**src/rtl/micro_pkg.sv**
```systemverilog
// Shared types and constants for the instruction sequencer and its opcode decoder.
package micro_pkg;

    typedef enum logic [3:0] {
        S_IDLE,
        S_FETCH_A,
        S_FETCH_M,
        S_FETCH_I,
        S_DECODE,
        S_START,
        S_WAIT,
        S_HALT,
        S_FAULT
    } state_e;

    // The ALU owns every opcode from OP_ALU_LO up to 4'b1111.
    localparam logic [3:0] OP_NOP    = 4'b0000;
    localparam logic [3:0] OP_MOV    = 4'b0001;
    localparam logic [3:0] OP_LDI    = 4'b0010;
    localparam logic [3:0] OP_HALT   = 4'b1000;
    localparam logic [3:0] OP_ALU_LO = 4'b1001;

    localparam logic [1:0] U_MOV = 2'd0;
    localparam logic [1:0] U_LDI = 2'd1;
    localparam logic [1:0] U_ALU = 2'd2;

    localparam logic [1:0] FC_NONE    = 2'b00;
    localparam logic [1:0] FC_ILLEGAL = 2'b01;
    localparam logic [1:0] FC_TIMEOUT = 2'b10;
    localparam logic [1:0] FC_UNEXP   = 2'b11;

    function automatic logic [2:0] unit_onehot(input logic [1:0] sel);
        return 3'b001 << sel;
    endfunction

endpackage

```
**src/rtl/opcode_decode.sv**
```systemverilog
// Maps a 4-bit opcode to its class and executor select; shared with the debug monitor.
module opcode_decode
    import micro_pkg::*;
(
    input  logic [3:0] opc,
    output logic       is_nop,
    output logic       is_halt,
    output logic       legal,
    output logic [1:0] sel
);

    always_comb begin
        is_nop  = 1'b0;
        is_halt = 1'b0;
        legal   = 1'b0;
        sel     = U_MOV;
        if (opc == OP_NOP) begin
            is_nop = 1'b1;
            legal  = 1'b1;
        end else if (opc == OP_HALT) begin
            is_halt = 1'b1;
            legal   = 1'b1;
        end else if (opc == OP_MOV) begin
            sel   = U_MOV;
            legal = 1'b1;
        end else if (opc == OP_LDI) begin
            sel   = U_LDI;
            legal = 1'b1;
        end else if (opc >= OP_ALU_LO) begin
            sel   = U_ALU;
            legal = 1'b1;
        end
    end

endmodule

```
**src/rtl/instr_dispatch.sv**
```systemverilog
// Instruction sequencer: fetches into IR, hands the bus to one executor FSM, and retires.
//
// state     | meaning
// IDLE      | waiting for run
// FETCH_A   | PC onto bus, latch MAR
// FETCH_M   | memory read until mem_ready
// FETCH_I   | MDR onto bus, capture IR
// DECODE    | classify opcode; NOP/HALT retire here
// START     | one-cycle start pulse to the selected executor
// WAIT      | executor owns the bus until done or timeout
// HALT      | parked until a fresh rising edge on run
// FAULT     | sticky error, cleared only by reset
module instr_dispatch
    import micro_pkg::*;
#(
    parameter int TIMEOUT_CYC = 32,
    parameter int TO_W        = 8
) (
    input  logic        clk,
    input  logic        rst,
    input  logic        run,
    input  logic        mem_ready,
    input  logic [15:0] bus_in,
    input  logic [2:0]  unit_done,
    output logic        pc_out,
    output logic        mar_in,
    output logic        mem_rd,
    output logic        mdr_out,
    output logic        pc_inc,
    output logic [15:0] ir,
    output logic [2:0]  unit_start,
    output logic [2:0]  unit_grant,
    output logic        halted,
    output logic        fault,
    output logic [1:0]  fault_code,
    output logic [15:0] retired
);

    state_e          state, state_n;
    logic [1:0]      sel_q;
    logic            nop_q, halt_q, legal_q;
    logic            dec_nop, dec_halt, dec_legal;
    logic [1:0]      dec_sel;
    logic [TO_W-1:0] to_cnt;
    logic            run_q;
    logic            retire;
    logic [1:0]      code_n;
    logic [2:0]      sel_mask, allowed;

    // Decode the word on the bus during FETCH_I so DECODE-cycle outputs can be registered.
    opcode_decode u_dec (
        .opc     (bus_in[15:12]),
        .is_nop  (dec_nop),
        .is_halt (dec_halt),
        .legal   (dec_legal),
        .sel     (dec_sel)
    );

    always_comb begin
        sel_mask = unit_onehot(sel_q);
        allowed  = (state == S_START || state == S_WAIT) ? sel_mask : 3'b000;
        state_n  = state;
        code_n   = FC_NONE;
        retire   = 1'b0;
        // A done from an executor that does not own the bus beats any legal done.
        if (state != S_FAULT && (unit_done & ~allowed) != 3'b000) begin
            state_n = S_FAULT;
            code_n  = FC_UNEXP;
        end else begin
            case (state)
                S_IDLE:    if (run) state_n = S_FETCH_A;
                S_FETCH_A: state_n = S_FETCH_M;
                S_FETCH_M: if (mem_ready) state_n = S_FETCH_I;
                S_FETCH_I: state_n = S_DECODE;
                S_DECODE: begin
                    if (!legal_q) begin
                        state_n = S_FAULT;
                        code_n  = FC_ILLEGAL;
                    end else if (nop_q) begin
                        retire  = 1'b1;
                        state_n = run ? S_FETCH_A : S_IDLE;
                    end else if (halt_q) begin
                        retire  = 1'b1;
                        state_n = S_HALT;
                    end else begin
                        state_n = S_START;
                    end
                end
                S_START:   state_n = S_WAIT;
                S_WAIT: begin
                    if ((unit_done & sel_mask) != 3'b000) begin
                        retire  = 1'b1;
                        state_n = run ? S_FETCH_A : S_IDLE;
                    end else if (to_cnt == TO_W'(TIMEOUT_CYC - 1)) begin
                        state_n = S_FAULT;
                        code_n  = FC_TIMEOUT;
                    end
                end
                S_HALT:    if (run && !run_q) state_n = S_FETCH_A;
                S_FAULT:   state_n = S_FAULT;
                default:   state_n = S_IDLE;
            endcase
        end
    end

    always_ff @(posedge clk) begin
        if (!rst) begin
            state      <= S_IDLE;
            ir         <= '0;
            sel_q      <= U_MOV;
            nop_q      <= 1'b0;
            halt_q     <= 1'b0;
            legal_q    <= 1'b0;
            to_cnt     <= '0;
            run_q      <= 1'b0;
            retired    <= '0;
            fault      <= 1'b0;
            fault_code <= FC_NONE;
            pc_out     <= 1'b0;
            mar_in     <= 1'b0;
            mem_rd     <= 1'b0;
            mdr_out    <= 1'b0;
            pc_inc     <= 1'b0;
            unit_start <= 3'b000;
            unit_grant <= 3'b000;
            halted     <= 1'b0;
        end else begin
            state   <= state_n;
            run_q   <= run;
            retired <= retired + 16'(retire);
            if (state == S_FETCH_I && state_n == S_DECODE) begin
                ir      <= bus_in;
                sel_q   <= dec_sel;
                nop_q   <= dec_nop;
                halt_q  <= dec_halt;
                legal_q <= dec_legal;
            end
            // Counter reads 0 during START, so WAIT cycle k sees k.
            if (state_n == S_START)
                to_cnt <= '0;
            else if (state == S_START || state == S_WAIT)
                to_cnt <= to_cnt + TO_W'(1);
            if (state_n == S_FAULT && state != S_FAULT) begin
                fault      <= 1'b1;
                fault_code <= code_n;
            end
            pc_out     <= (state_n == S_FETCH_A);
            mar_in     <= (state_n == S_FETCH_A);
            mem_rd     <= (state_n == S_FETCH_M);
            mdr_out    <= (state_n == S_FETCH_I);
            pc_inc     <= (state_n == S_DECODE) && dec_nop;
            unit_start <= (state_n == S_START) ? sel_mask : 3'b000;
            unit_grant <= (state_n == S_START || state_n == S_WAIT) ? sel_mask : 3'b000;
            halted     <= (state_n == S_HALT);
        end
    end

endmodule

```
**config.mk**
```make
export PLATFORM = sky130hd
export DESIGN_NAME = instr_dispatch
export DESIGN_NICKNAME = d
export VERILOG_FILES = /design/src/rtl/micro_pkg.sv /design/src/rtl/opcode_decode.sv /design/src/rtl/instr_dispatch.sv
export SDC_FILE = /design/constraint.sdc
export NUM_CORES = 1
export LEC_CHECK = 0
export ABC_AREA = 1
export BUFFER_PORTS_ARGS = -buffer_cell sky130_fd_sc_hd__buf_2
export CORE_ASPECT_RATIO = 0.7
export CORE_MARGIN = 4
export CORE_UTILIZATION = 35
export CTS_CLUSTER_SIZE = 40
export DETAILED_ROUTE_END_ITERATION = 8
export GPL_TIMING_DRIVEN = 0
export PLACE_DENSITY = 0.55
export SLEW_MARGIN = 10
export SYNTH_ARGS = -nofsm -noshare
export SYNTH_HDL_FRONTEND = slang
export SYNTH_HIERARCHICAL = 1
export SYNTH_SLANG_ARGS = --single-unit
export TNS_END_PERCENT = 20
```
**constraint.sdc**
```tcl
create_clock -name clk -period 2.7 [get_ports clk]
set_input_delay 0.135 -clock clk [delete_from_list [all_inputs] [get_ports clk]]
set_output_delay 0.135 -clock clk [all_outputs]
set_load 0.02 [all_outputs]
```
==> summary.txt, run 1 <==
Status
  – Status: finished clean

Detailed routing
  – Avg WL per Cell: 11.7 microns
  – Drt initial violations: 160
  – Via/cell ratio: 4.44
  – Antenna-violating nets left: 0
  – Pre-antenna DRT Iters: 4
  – Via count: 2772
  – # DRC: 0
  – Total Wirelength: 7.28 mm

Floorplanning
  – Core Box Area: 8040 sq um
  – Row Count: 27
  – Die X: 118 microns
  – I/O pin count: 70
  – Die Height: 84.8 microns
  – Die area: 9970 sq um
  – Initial Util: 0.366

Timing
  – Final Hold Fails: 0
  – Layout Skew: 0.00464 ns
  – Final setup vio count: 0
  – Fmax achieved: 0.392 GHz
  – Hold_ws: 0.0345 ns
  – Fin crit share: 0.946
  – Crit path setup slack, layout: 0.146 ns
  – Final min period: 2.55 ns
  – Max-slew headroom: 0.649
  – Final TNS setup: 0 ns
  – Worst Tran Pin Value: 0.527 ns
  – Max-slew violation count: 0
  – Unrepaired setup endpoints after global routing: yes

Yosys
  – Synth Instances: 432
  – Number of synthesized register bits: 64
  – Synth top area share: 0.435
  – Post-synth EDFFs: 0
  – Count leader, synth: nand2_1
  – Commonest register cell after synthesis: dfxtp_1
  – Synth cell count leaders: nand2_1, nor2_1, dfxtp_1
  – Ys async rst share: 0
  – Avg Cell Area, Syn: 6.82 sq um
  – Synth cell types: 31
  – Post-synth top area cell: dfxtp_1
  – Seq/Total Area, Yosys: 0.435
  – Syn Nets: 458
  – Ys Warns: 6
  – Mapped cell area: 2950 sq um
  – Dominant cells by area after synthesis: dfxtp_1, nand2_1, nor2_1, inv_1, nand3_1

Worst setup path
  – Crit Path Category: reg2reg
  – Critical path's most frequent cell: nor2_4
  – Crit. End Element: flop
  – CP Launch Type: flop
  – Crit-path max FO: 7
  – Worst path slowest cell: dfxtp_2
  – CP cell instances: nor2_4 > nand4_1 > nand2_1 > nand3_4 > a22oi_2 > ha_2 > ha_4 > nand2_2 > nor2_4 > nand2_4 > nor3_4 > nand2_2 > nor2_4 > nor2_1 > nor3b_1
  – Critical path's top delay family: simple AND/OR/NAND/NOR gates
  – CP Data Required Time: 2.94 ns
  – Crit path largest cell delay: 0.36 ns
  – Crit path DAT: 2.80 ns
  – WP buf/inv: 0

Finish
  – Post-Route Utilization: 0.480
  – Finished Layout Cells: 624
  – Diodes inserted: 0
  – Share of layout cells above drive strength 1: 0.254
  – Final net count: 545
  – Design area: 3860 sq um
  – Fill count: 826
  – Layout Area Growth over Synthesis: 31.1%

Power
  – Tot Pwr: 2.20 mW
  – P_leak: 2.03 nW
  – Worst VDD drop: 304 uV
  – PD cells: 571 nW/um^2

Place
  – Placed Area: 3410 sq um
  – DP Wirelength: 5.43 mm
  – Setup WS pre-CTS: -0.301 ns
  – GPL Wtd Cong: 0.874
  – Buffers on Ports: 68
  – Placed cells: 601

GRT
  – First-pass GRT wire length: 12.0 mm
  – Initial antenna violation count: 0
  – Total GRT Usage: 0.149
  – Vias in the first global route: 2542
  – Grt ovf: 0
  – Largest net degree at the start of global routing: 11

Clocking
  – Max clock buf depth: 2
  – CTS tree: built
  – CTS root buf: clkbuf_16
  – H-tree depth: 3
  – CTS buffer count: 9
  – Clk sinks: 64
  – Clock slew at reported path FFs: 0.05 ns
  – Post-CTS Hold Buffers: 0
  – Worst skew pair latency: 0.32 ns

Worst hold path
  – Worst hold path type: in2reg

Flow run
  – Max-cap viol count: 0
[worst reg2reg max path, delay by kind of cell (launching register included)]
family	cells	cell delay, ns
AND/OR/NAND/NOR	12	1.61
flip-flops	1	0.36
adder cells (fa/ha/maj)	2	0.37
AO/OA/AOI/OAI	1	0.16
[power breakdown]
| part | total (mW) | leakage (nW) | switching [mW] | internal, mW |
|---|---|---|---|---|
| clock network | 1.11 | 0.145 | 0.386 | 0.728 |
| registers | 0.963 | 0.519 | 0.00840 | 0.955 |
| logic | 0.127 | 1.37 | 0.0831 | 0.0435 |
[per-layer routing]
layer	GRT usage	vias to the layer above	wire length, microns	part of all wire
met5	0	-	0	0
met4	0.0351	0	32	0.0044
met3	0.0593	4	357	0.049
met2	0.218	55	3160	0.43
met1	0.206	1208	3730	0.51
li1	-	1505	-	-
[layout make-up]
cell class                      instances  area, sq um  share of cell area
Multi-Input combinational cell        296         1460               0.377
Sequential cell                        64         1290               0.334
Timing Repair Buffer                   76          400               0.104
Clock buffer                           11          243              0.0628
Inverter                               62          233              0.0603
Tap cell                              101          126              0.0327
Buffer                                 10         70.1              0.0181
Clock inverter                          4         45.0              0.0117
[layout by cell type, fill, tap and decap left out, types with 2 or more instances in the layout]
cell type | synthesis | layout
buf_6 | 3 | 3
nand3_1 | 27 | 26
nand3_2 | 2 | 2
nand4_1 | 6 | 6
nor2_2 | 2 | 2
nand3b_1 | 2 | 2
dfxtp_2 | 0 | 3
nand2_4 | 1 | 3
nand2_1 | 104 | 98
buf_4 | 2 | 10
xor2_1 | 7 | 7
inv_2 | 4 | 5
nor3_1 | 8 | 7
clkbuf_16 | 0 | 9
nand2_2 | 3 | 7
a21oi_1 | 13 | 12
dfxtp_1 | 64 | 60
a31oi_1 | 2 | 2
nor2_4 | 2 | 5
inv_1 | 58 | 57
clkbuf_1 | 3 | 4
nor2_1 | 100 | 97
buf_2 | 2 | 70
o21ai_0 | 5 | 5
nand3_4 | 1 | 2
clkinv_2 | 0 | 3
o21a_1 | 2 | 2
[cell families (layout without fill, tap and decap cells)]
group                      count (synthesis)  after routing  share of synthesized area
AOI/OAI and AO/OA                         23             23                     0.0425
DFF                                       64             64                      0.435
muxes                                      1              1                    0.00340
and+or+nand+nor                          261            261                      0.380
xor gates and xnor gates                   8              8                     0.0238
adders and majority gates                  3              3                     0.0127
buffers and inverters                     72            163                      0.103
[flip-flops by register name, indices dropped and copies added, names as in the netlist, 2 cells and up]
| name | flops |
|---|---|
| ir | 16 |
| retired | 16 |
| to_cnt | 8 |
| state | 4 |
| unit_grant | 3 |
| unit_start | 3 |
| fault_code | 2 |
| sel_q | 2 |
[path summary, 6_finish.rpt]
check	startpoint	end	slack, ns	depth (start not counted)
min	bus_in[9]	ir[9]	0.03	3
min reg2reg	retired[15]	retired[15]	0.47	2
max reg2reg	state[3]	retired[12]	0.15	15
max	state[3]	retired[12]	0.15	15
[what timing repair did]
action	CTS	global route
resized for setup	6	23
pin swaps	1	12
hold endpoints to repair	0	0
setup buffers	2	6
endpoints found under the setup margin	3	5
No activity file was read; power rests on OpenSTA's default activity.
==> inputs of run 2 (changes only) <==
--- a/config.mk
+++ b/config.mk
@@ -13,7 +13,7 @@
 export CTS_CLUSTER_SIZE = 40
 export DETAILED_ROUTE_END_ITERATION = 8
 export GPL_TIMING_DRIVEN = 0
-export PLACE_DENSITY = 0.55
+export PLACE_DENSITY = 0.58
 export SLEW_MARGIN = 10
 export SYNTH_ARGS = -nofsm -noshare
 export SYNTH_HDL_FRONTEND = slang
==> summary.txt, run 2 (same netlist as run 1, synthesis figures left out) <==
Clocking
  – Clock slew at reported path FFs: 0.06 ns
  – Max clock buf depth: 2
  – H-tree depth: 3
  – CTS tree: built
  – CTS buffer count: 9
  – Worst skew pair latency: 0.32 ns
  – Clk sinks: 64
  – CTS root buf: clkbuf_16
  – Post-CTS Hold Buffers: 0

Floorplanning
  – Die area: 9970 sq um
  – Core Box Area: 8040 sq um
  – Die X: 118 microns
  – Die Height: 84.8 microns
  – Row Count: 27
  – I/O pin count: 70
  – Initial Util: 0.366

Finish
  – Finished Layout Cells: 624
  – Most common cell after layout, fill and taps aside: nand2_1
  – Diodes inserted: 0
  – Layout Area Growth over Synthesis: 31.6%
  – Final net count: 544
  – Most frequent cells in the layout: nand2_1, nor2_1, buf_2
  – Share of layout cells above drive strength 1: 0.262
  – Largest regs: ir x16, retired x16, to_cnt x8

Detailed routing
  – Via count: 2806
  – Antenna-violating nets left: 0
  – Via/cell ratio: 4.50
  – # DRC: 0
  – Drt initial violations: 139
  – Avg WL per Cell: 11.7 microns
  – Pre-antenna DRT Iters: 4
  – Total Wirelength: 7.30 mm

Worst setup path
  – Crit. End Element: flop
  – CP Launch Point: state[3]
  – Worst R2R Path Depth: 15
  – Crit-path max FO: 8
  – CP Data Required Time: 2.89 ns
  – CP Launch Type: flop
  – Worst reg-to-reg setup slack: 0.09 ns
  – Worst r2r src: state[3]
  – Reg-to-Reg End: retired[12]
  – Crit path DAT: 2.80 ns
  – Crit Path Category: reg2reg
  – Crit path to: retired[12]

Timing
  – Unrepaired setup endpoints after global routing: yes
  – Max-slew headroom: 0.678
  – Max-slew violation count: 0
  – Fin crit share: 0.965
  – Layout Skew: 0.00571 ns
  – Worst Tran Pin Value: 0.483 ns
  – Fmax achieved: 0.384 GHz
  – Final min period: 2.61 ns
  – Hold_ws: 0.0274 ns
  – Final setup vio count: 0
  – Final Hold Fails: 0

Power
  – Net Switching: 0.522 mW
  – Tot Pwr: 2.26 mW
  – Logic pwr share: 0.054
  – Worst VDD drop: 265 uV
  – Clock share of power: 0.519
  – P_leak: 2.03 nW
  – Reg power frac: 0.427
  – Sw Share: 0.231
  – Int Pwr: 1.74 mW
  – PD cells: 583 nW/um^2

Flow run
  – Max-cap viol count: 0

Place
  – Placed cells: 601
  – Buffers on Ports: 68
  – GPL Wtd Cong: 0.904
  – DP Wirelength: 5.32 mm

GRT
  – Largest net degree at the start of global routing: 13
  – Grt ovf: 0
  – Vias in the first global route: 2502
  – First-pass GRT wire length: 11.8 mm
  – Initial antenna violation count: 0
  – Total GRT Usage: 0.147

Worst hold path
  – Worst hold path type: in2reg

Status
  – Status: finished clean
## run 2: cell count changes in the layout (fill, tap and decap cells not counted), sizes merged
cell and delta:
buf -1, clkbuf -1, clkinv -1, clkinvlp +2, inv +1
## run 2: final cells by class
cell class,count,area (sq um)
fill,803,4160
multi-input combinational,296,1460
sequential,64,1290
timing repair buffer,75,393
clock buffer,10,239
inverter,62,233
tap,101,126
buffer,10,70.1
clock inverter,6,67.6
## run 2: how the worst min path moves through the flow
stage / slack, ns / startpoint / endpoint / cells past startpoint
4_1_cts: 0.02 / bus_in[9] / ir[9] / 3
6_report: 0.03 / bus_in[7] / ir[7] / 3
2_1_floorplan: 0.23 / run / run_q / 2
3_3_place_gp: 0.36 / bus_in[4] / ir[4] / 3
5_1_grt: 0.03 / bus_in[11] / ir[11] / 3
3_5_place_dp: 0.36 / bus_in[9] / ir[9] / 3
## run 2: through the flow
step | util | area [sq um] | TNS (ns) | worst slack (ns)
2_1_floorplan | - | 2950 | 0 | 0.211
3_3_place_gp | 0.424 | 3410 | -0.556 | -0.270
3_5_place_dp | 0.424 | 3410 | -0.605 | -0.288
4_1_cts | 0.467 | 3750 | 0 | 0.000483
5_1_grt | 0.482 | 3880 | -0.111 | -0.0643
6_report | 0.482 | 3880 | 0 | 0.0944
## run 2: metal layers
metal  wire length, microns  track usage  up-vias
met1                   3800        0.205     1208
met2                   2910        0.208       86
li1                       -            -     1507
met4                     80       0.0511        0
met3                    520       0.0559        5
met5                      0            0        -
## run 2: power groups by stage
stage	Combinational (mW)	Clock [mW]	Sequential, mW
finish	0.123	1.17	0.964
global route	0.138	1.25	0.964
CTS	0.121	1.21	0.963
detailed placement	0.120	0	0.983
global placement	0.119	0	0.983
floorplan	0.0681	0	0.988
## run 2: repair_timing
item                       4_1_cts  5_1_grt
setup endpoints to repair        3        6
resized for setup                6       25
setup buffers                    2        5
pin swaps                        1       11
## run 2: worst max-delay path, stage by stage, from the launching register on
cell and delay [ns]:
dfxtp_2 0.36, nor2_4 0.22, nand4_1 0.14, nand2_1 0.13
nand3_4 0.10, a22oi_2 0.17, ha_2 0.23, ha_4 0.14
nand2_2 0.07, nor2_4 0.17, nand2_4 0.08, nor3_4 0.21
nand2_2 0.10, nor2_4 0.15, nand2_1 0.06, nor3b_1 0.13
==> inputs of run 3 (changes only) <==
--- a/config.mk
+++ b/config.mk
@@ -10,9 +10,8 @@
 export CORE_ASPECT_RATIO = 0.7
 export CORE_MARGIN = 4
 export CORE_UTILIZATION = 35
-export CTS_CLUSTER_SIZE = 40
+export CTS_CLUSTER_SIZE = 24
 export DETAILED_ROUTE_END_ITERATION = 8
-export GPL_TIMING_DRIVEN = 0
 export PLACE_DENSITY = 0.58
 export SLEW_MARGIN = 10
 export SYNTH_ARGS = -nofsm -noshare
==> summary.txt, run 3 (same netlist as run 1, synthesis figures left out) <==
Worst setup path
  – Crit Path Category: reg2reg
  – Crit path DAT: 2.70 ns
  – CP Data Required Time: 2.90 ns
  – CP cell instances: inv_2 > nor2_4 > nand4_1 > nand2_2 > nand3_4 > a22oi_2 > ha_2 > ha_4 > nand2_1 > nor2_2 > nand2_2 > nor3_4 > nand2_2 > nor2_4 > nand2_1 > nor3b_1
  – Crit path largest cell delay: 0.34 ns
  – Crit. End Element: flop
  – CP Launch Type: flop
  – Worst path slowest cell: dfxtp_2
  – WP buf/inv: 1
  – Crit-path max FO: 8
  – Critical path's top delay family: simple AND/OR/NAND/NOR gates
  – Critical path's most frequent cell: nand2_2

Power
  – Worst VDD drop: 322 uV
  – PD cells: 601 nW/um^2
  – Tot Pwr: 2.30 mW
  – P_leak: 1.99 nW

Timing
  – Max-slew headroom: 0.693
  – Crit path setup slack, layout: 0.196 ns
  – Final Hold Fails: 0
  – Final min period: 2.50 ns
  – Final setup vio count: 0
  – Fmax achieved: 0.399 GHz
  – Max-slew violation count: 0
  – Layout Skew: 0.0105 ns
  – Fin crit share: 0.927
  – Worst Tran Pin Value: 0.461 ns
  – Final TNS setup: 0 ns

Finish
  – Most common cell after layout, fill and taps aside: nand2_1
  – Finished Layout Cells: 618
  – Most frequent cells in the layout: nand2_1, nor2_1, buf_2
  – Largest regs: ir x16, retired x16, to_cnt x8
  – Share of layout cells above drive strength 1: 0.253
  – Layout Area Growth over Synthesis: 29.9%
  – Diodes inserted: 0
  – Final net count: 538

Clocking
  – Post-CTS Hold Buffers: 0
  – H-tree depth: 3
  – CTS buffer count: 9
  – Max clock buf depth: 2
  – CTS tree: built
  – Clock slew at reported path FFs: 0.06 ns
  – CTS root buf: clkbuf_16
  – Worst skew pair latency: 0.32 ns
  – Clk sinks: 64

GRT
  – First-pass GRT wire length: 11.9 mm
  – Grt ovf: 0
  – Vias in the first global route: 2538
  – Initial antenna violation count: 0
  – Largest net degree at the start of global routing: 43
  – Total GRT Usage: 0.145

Place
  – Buffers on Ports: 69
  – Setup WS pre-CTS: 0.0118 ns
  – GPL Wtd Cong: 0.892
  – DP Wirelength: 5.23 mm
  – Placed cells: 595

Floorplanning
  – I/O pin count: 70
  – Die area: 9970 sq um
  – Row Count: 27
  – Initial Util: 0.366
  – Die Height: 84.8 microns
  – Core Box Area: 8040 sq um
  – Die X: 118 microns

Detailed routing
  – Pre-antenna DRT Iters: 5
  – Antenna-violating nets left: 0
  – Avg WL per Cell: 11.5 microns
  – Via/cell ratio: 4.54
  – Via count: 2804
  – Drt initial violations: 161
  – # DRC: 0
  – Total Wirelength: 7.12 mm

Status
  – Status: finished clean

Worst hold path
  – Worst hold path type: in2reg

Flow run
  – Max-cap viol count: 0
## run 3: changes by cell type in the layout (fill, tap and decap cells not counted), sizes merged
cell	before	now
bufinv	1	2
inv	63	62
clkinvlp	2	1
clkbuf	13	11
buf	82	79
## run 3: final timing paths
check	slack, ns	from	to	depth (start not counted)
worst max-delay path	0.20	state[2]	retired[12]	16
worst min-delay path	0.03	bus_in[8]	ir[8]	3
worst max register to register	0.20	state[2]	retired[12]	16
worst min register to register	0.46	retired[15]	retired[15]	2
## run 3: report_power, final
group	leakage [nW]	total (mW)	internal (mW)	switching [mW]
registers	0.518	0.963	0.955	0.00792
logic	1.32	0.128	0.0453	0.0824
clock network	0.150	1.21	0.808	0.403
## run 3: what timing repair did
item	4_1_cts	5_1_grt
endpoints found under the setup margin	0	6
gates resized for setup	0	28
setup buffers	0	7
## run 3: through the flow
step,hold WS (ns),util,area (sq um)
6_report,0.0298,0.476,3830
4_1_cts,0.0186,0.458,3680
3_5_place_dp,0.361,0.419,3370
3_3_place_gp,0.357,0.419,3370
2_1_floorplan,0.228,-,2950
5_1_grt,0.0276,0.476,3830
## run 3: final cells by class
cell class / count / area, sq um
clock buffer: 11 / 233
clock inverter: 5 / 81.3
fill: 831 / 4210
inverter: 62 / 233
multi-input combinational: 296 / 1450
sequential: 64 / 1280
tap: 101 / 126
timing repair buffer: 79 / 420
## run 3: worst reg2reg max path: stages (launching register included)
cell     delay (ns)
dfxtp_2        0.34
inv_2          0.05
nor2_4         0.22
nand4_1        0.14
nand2_2        0.11
nand3_4        0.07
a22oi_2        0.13
ha_2           0.22
ha_4           0.13
nand2_1        0.07
nor2_2         0.14
nand2_2        0.09
nor3_4         0.21
nand2_2        0.11
nor2_4         0.15
nand2_1        0.06
nor3b_1        0.13
## run 3: metal layers
layer / vias up / wire length [microns] / global-route usage
met5: - / 0 / 0
met4: 0 / 74 / 0.0479
met3: 8 / 456 / 0.0451
met2: 83 / 2900 / 0.211
met1: 1229 / 3680 / 0.203
li1: 1484 / - / -
